File: config.mk
export PLATFORM = sky130hd
export DESIGN_NAME = figo_route_sequencer
export DESIGN_NICKNAME = d
export VERILOG_FILES = /design/src/rtl/figo_route_sequencer.sv
export SDC_FILE = /design/constraint.sdc
export NUM_CORES = 1
export LEC_CHECK = 0
export ABC_AREA = 1
export BUFFER_PORTS_ARGS = -buffer_cell sky130_fd_sc_hd__buf_4
export CAP_MARGIN = 20
export CORE_MARGIN = 2
export CORE_UTILIZATION = 25
export DETAILED_ROUTE_END_ITERATION = 6
export PLACE_DENSITY = 0.38
export SYNTH_ARGS = -nofsm -noshare
export SYNTH_HDL_FRONTEND = slang
export SYNTH_SLANG_ARGS = --single-unit
File: constraint.sdc
create_clock -name clk -period 4.1 [get_ports clk]
set_input_delay 0.615 -clock clk [delete_from_list [all_inputs] [get_ports clk]]
set_output_delay 0.615 -clock clk [all_outputs]
set_load 0.03 [all_outputs]
File: src/rtl/figo_route_sequencer.sv
// figo_route_sequencer
// Drives a Land-of-FIGO room-walker from a stored travel route, one
// travel_plan bit per clock, and reports how the walk ended.
//
// Ports:
//   clk              rising-edge clock, shared with the walker
//   reset            synchronous, active-high
//   start            one-cycle run request, honoured only while idle
//   abort            cancels the run in progress
//   route_bits       route, bit 0 applied first; latched on accepted start
//   route_len        number of route bits to apply; latched on accepted start
//   current_location room code reported by the walker
//   fsm_rst          reset to the walker (held high between runs)
//   travel_plan      step bit to the walker
//   busy             high while the walker is being stepped or drained
//   done             one-cycle pulse when a run completes
//   result           00 exhausted, 01 goal, 10 trap, 11 aborted
//   final_location   room captured when the run was decided
//   steps_taken      number of route bits whose effect was observed
module figo_route_sequencer #(
   parameter int         ROUTE_W   = 16,
   parameter int         LEN_W     = 5,
   parameter logic [2:0] GOAL_ROOM = 3'd7,
   parameter logic [2:0] TRAP_ROOM = 3'd6
) (
   input  logic               clk,
   input  logic               reset,
   input  logic               start,
   input  logic               abort,
   input  logic [ROUTE_W-1:0] route_bits,
   input  logic [LEN_W-1:0]   route_len,
   input  logic [2:0]         current_location,
   output logic               fsm_rst,
   output logic               travel_plan,
   output logic               busy,
   output logic               done,
   output logic [1:0]         result,
   output logic [2:0]         final_location,
   output logic [LEN_W-1:0]   steps_taken
);

   typedef enum logic [1:0] {
      IDLE,
      RUN,
      FLUSH,
      DONE
   } state_t;

   localparam logic [1:0]       RES_EXHAUSTED = 2'b00;
   localparam logic [1:0]       RES_GOAL      = 2'b01;
   localparam logic [1:0]       RES_TRAP      = 2'b10;
   localparam logic [1:0]       RES_ABORTED   = 2'b11;
   localparam logic [LEN_W-1:0] MAX_LEN       = LEN_W'(ROUTE_W);

   state_t             state, state_next;
   logic [ROUTE_W-1:0] route_sr, route_sr_next;
   logic [LEN_W-1:0]   len, len_next;
   logic [LEN_W-1:0]   idx, idx_next;
   logic [1:0]         result_next;
   logic [2:0]         final_next;
   logic [LEN_W-1:0]   steps_next;
   logic [LEN_W-1:0]   len_clamped;
   logic               at_goal, at_trap;

   // The route is kept as a shift register so the bit for the current step
   // is always at position 0; the walker sees it straight from a flop.
   assign fsm_rst     = (state == IDLE) || (state == DONE);
   assign busy        = (state == RUN) || (state == FLUSH);
   assign done        = (state == DONE);
   assign travel_plan = (state == RUN) && route_sr[0];

   assign len_clamped = (route_len > MAX_LEN) ? MAX_LEN : route_len;
   assign at_goal     = (current_location == GOAL_ROOM);
   assign at_trap     = (current_location == TRAP_ROOM);

   // Next-state and next-register logic. The walker's location lags the
   // driven bit by one clock, so the sample taken at step idx reflects bit
   // idx-1; step 0 always sees room 0 and is ignored. Goal is tested before
   // trap so it wins if both codes coincide, and abort beats both.
   always_comb begin
      state_next    = state;
      route_sr_next = route_sr;
      len_next      = len;
      idx_next      = idx;
      result_next   = result;
      final_next    = final_location;
      steps_next    = steps_taken;

      unique case (state)
         IDLE: begin
            if (start) begin
               route_sr_next = route_bits;
               len_next      = len_clamped;
               idx_next      = '0;
               if (len_clamped == '0) begin
                  state_next  = DONE;
                  result_next = RES_EXHAUSTED;
                  final_next  = 3'd0;
                  steps_next  = '0;
               end else begin
                  state_next = RUN;
               end
            end
         end

         RUN: begin
            if (abort) begin
               state_next  = DONE;
               result_next = RES_ABORTED;
               final_next  = current_location;
               steps_next  = idx;
            end else if ((idx != '0) && at_goal) begin
               state_next  = DONE;
               result_next = RES_GOAL;
               final_next  = current_location;
               steps_next  = idx;
            end else if ((idx != '0) && at_trap) begin
               state_next  = DONE;
               result_next = RES_TRAP;
               final_next  = current_location;
               steps_next  = idx;
            end else if (idx == len - LEN_W'(1)) begin
               state_next = FLUSH;
            end else begin
               idx_next      = idx + LEN_W'(1);
               route_sr_next = route_sr >> 1;
            end
         end

         FLUSH: begin
            state_next = DONE;
            if (abort) begin
               result_next = RES_ABORTED;
               final_next  = current_location;
               steps_next  = idx;
            end else begin
               final_next = current_location;
               steps_next = len;
               if (at_goal) begin
                  result_next = RES_GOAL;
               end else if (at_trap) begin
                  result_next = RES_TRAP;
               end else begin
                  result_next = RES_EXHAUSTED;
               end
            end
         end

         DONE: begin
            state_next = IDLE;
         end

         default: begin
            state_next = IDLE;
         end
      endcase
   end

   // State and result registers. Result, final room and step count only
   // change at the deciding edge so they stay readable after done drops.
   always_ff @(posedge clk) begin
      if (reset) begin
         state          <= IDLE;
         route_sr       <= '0;
         len            <= '0;
         idx            <= '0;
         result         <= RES_EXHAUSTED;
         final_location <= 3'd0;
         steps_taken    <= '0;
      end else begin
         state          <= state_next;
         route_sr       <= route_sr_next;
         len            <= len_next;
         idx            <= idx_next;
         result         <= result_next;
         final_location <= final_next;
         steps_taken    <= steps_next;
      end
   end

endmodule

==> impl_metrics.yaml <==
place:
  postPlaceCellArea_um2: 2620
  hpwl_um: 4380
  placed_cells: 479
  gp_congestion: 0.783
  post-place-ws_ns: 1.28
  portBuffers: 41
pwr:
  clockPowerShare_pct: 25.8
  p_leak_uw: 0.00127
  comb_power_share_pct: 41.9
  ir_worst_vdd_mv: 0.222
  pwr-share-seq_pct: 32.2
  powerDensity_nw_per_um2: 566
  p_sw_uw: 631
  p_sw_share_pct: 40.0
  internal_power_uw: 946
global_route:
  overflow: 0
  grt.total_usage_pct: 12.8
  grt_pass1_wl_um: 10100
  grt_pass1_vias: 2088
  antenna_found_initial: 0
  grt_max_degree: 28
cts:
  insertion_delay_ns: 0.29
  cts_root_buf: "clkbuf_8"
  cts_setup_buffers: 0
  numCtsBuffers: 5
  cts.repair.resized: 0
  h-tree-depth: 2
  cts_tree: "yes"
  hold_buffers: 0
  path_clk_slew_ns: 0.09
  clockBufferDepth: 2
  cts_sinks: 38
sta:
  clock-skew-final_ns: 0.00703
  setup_viol: 0
  post-route-period-util_pct: 67.7
  setup_slack_ns: 1.33
  hold_viol_final: 0
  slew-limit-headroom_pct: 34.7
  fmax_mhz: 360
  rsz0062_at_grt: "no"
  worstMarginPinSlew_ns: 0.980
  layout_min_cycle_time_ns: 2.77
  slew_violations: 0
  finalSetupTns_ns: 0
finish:
  antenna_cells: 0
  area_growth_pct: 22.2
  drive_gt1_share_pct: 16.3
  final_net_count: 415
  stdcell_area_um2: 2790
  fin_util_pct: 31.8
  layout.cells.non_filler: 488
detailed_routing:
  wirelength_um: 6170
  routed_via_density: 4.51
  drc_errors: 0
  num_vias: 2201
  firstDrtPassIters: 4
  dr.first_iter.drc_count: 62
  ant_nets: 0
  wl_per_cell_um: 12.6
synth:
  syn_area_um2: 2280
  synth.net_count: 384
  synthDistinctLibCells: 27
  yosys_warnings: 0
  yosysSeqAreaShare_pct: 33.4
  syn_avg_cell_area_um2: 6.55
  syn_inst: 348
  synth_seq_cells: 38
setup_path:
  path_cells: "inv_1 > ha_1 > inv_1 > nand2_1 > nand2_8 > nand2_8 > nand2_1 > nand2_1 > nor2_1"
  cp-start-kind: "register"
  critical_path_class: "register to register"
  cp.required_ns: 4.29
  path_delay_family: "simple AND/OR/NAND/NOR gates"
  max_stage_delay_ns: 0.81
  cp_slowest_cell: "ha_1"
  cp_max_fo: 27
  end_kind: "register"
  cp.arrival_ns: 2.97
  cp.buffers_inverters: 2
  cp_common_cell: "nand2_1"
die:
  core_area_um2: 8760
  num_rows: 34
  start_util_pct: 26.0
  dieWidth_um: 99.5
  ios: 42
  fp.dieH_um: 99.5
  dieArea_um2: 9900
status:
  outcome: "completed"
run:
  drv_cap: 0
hold_path:
  hp-class: "register to register"
==> area by class of cell <==
class | instances | area, um^2
inverter | 34 | 128
tap | 108 | 135
timing repair buffer | 42 | 335
clock inverter | 2 | 60.1
fill | 981 | 5980
sequential | 38 | 761
multi-input combinational | 258 | 1280
clock buffer | 6 | 82.6
==> metal layers <==
layer	wire length (um)	GRT usage (%)
met5	0	0
met4	38	3.48
met3	225	2.67
met2	2850	20.6
met1	3050	17.4
==> placed cells by master (no fill, tap or decap), types with 2 or more instances in the layout <==
master and instances:
nor2_2 4, clkbuf_8 6, inv_1 29, dfxtp_1 38, clkinv_1 3, nor2_1 42, buf_4 41, ha_1 8
nand2_1 99, o21ai_0 13, mux2i_1 5, a211oi_1 4, o32ai_1 5, a21oi_1 34, bufinv_16 2, inv_2 2
nand2_2 2, nand2_8 2, nand3_1 34
==> worst paths after layout <==
check | start | cells past startpoint | to | slack (ns)
setup / recovery | state[1] | 9 | route_sr[1] | 1.33
setup reg to reg | state[1] | 9 | route_sr[1] | 1.33
hold / removal | steps_taken[3] | 2 | steps_taken[3] | 0.47
hold reg to reg | steps_taken[3] | 2 | steps_taken[3] | 0.47
==> through the flow <==
| step | total power [uW] | hold WS [ns] |
|---|---|---|
| 2_1_floorplan | 1050 | 0.451 |
| 3_3_place_gp | 1170 | 0.458 |
| 3_5_place_dp | 1170 | 0.458 |
| 4_1_cts | 1590 | 0.470 |
| 5_1_grt | 1710 | 0.490 |
| 6_report | 1580 | 0.466 |
==> cell families (layout without fill, tap and decap cells) <==
family	after synthesis	count (layout)	synth area share, %
AND/OR/NAND/NOR	188	188	35.9
adder cells (fa/ha/maj)	8	8	4.39
multiplexers	5	5	2.20
flip-flops	38	38	33.4
AO/OA/AOI/OAI	57	57	13.9
buffers and inverters	52	84	10.3
==> worst min-delay path, cell delays in order (launching register included) <==
cell and delay (ns):
dfxtp_1 0.31, nand2_1 0.06, a21oi_1 0.05
==> synth_stat cells <==
master    instances  share of area, %
o32ai_1           5               1.9
and2_1            1              0.27
o31ai_1           1              0.33
nor2_1           42               6.9
nand2_8           2               1.8
nand3_1          34               7.5
buf_8             1              0.66
nand4_1           1              0.27
nand2_4           1              0.49
dfxtp_1          38                33
a21oi_1          34               7.5
clkinv_1          3              0.49
nand2_2           2              0.55
buf_2             4              0.88
ha_1              8               4.4
a211oi_1          4               1.3
o21ai_0          13               2.9
inv_2             2              0.33
nand3_2           1              0.44
buf_6             3               1.5
inv_1            29               4.8
nand3b_1          1              0.33
nor2_2            4               1.1
mux2i_1           5               2.2
nand2_1          99                16
clkbuf_1          9               1.5
buf_1             1              0.16
==> flip-flops by register name, summed over array words and instances (netlist names) <==
| name | count |
|---|---|
| state | 2 |
| final_location | 3 |
| idx | 5 |
| steps_taken | 5 |
| len | 5 |
| route_sr | 16 |
| result | 2 |
==> power by group through the flow <==
stage / combinational, uW / sequential, uW / clock (uW)
finish: 661 / 508 / 407
global placement: 653 / 517 / 0
floorplan: 548 / 502 / 0
CTS: 655 / 510 / 422
detailed placement: 653 / 518 / 0
global route: 760 / 520 / 432
Power figures use the tool's default switching activity.
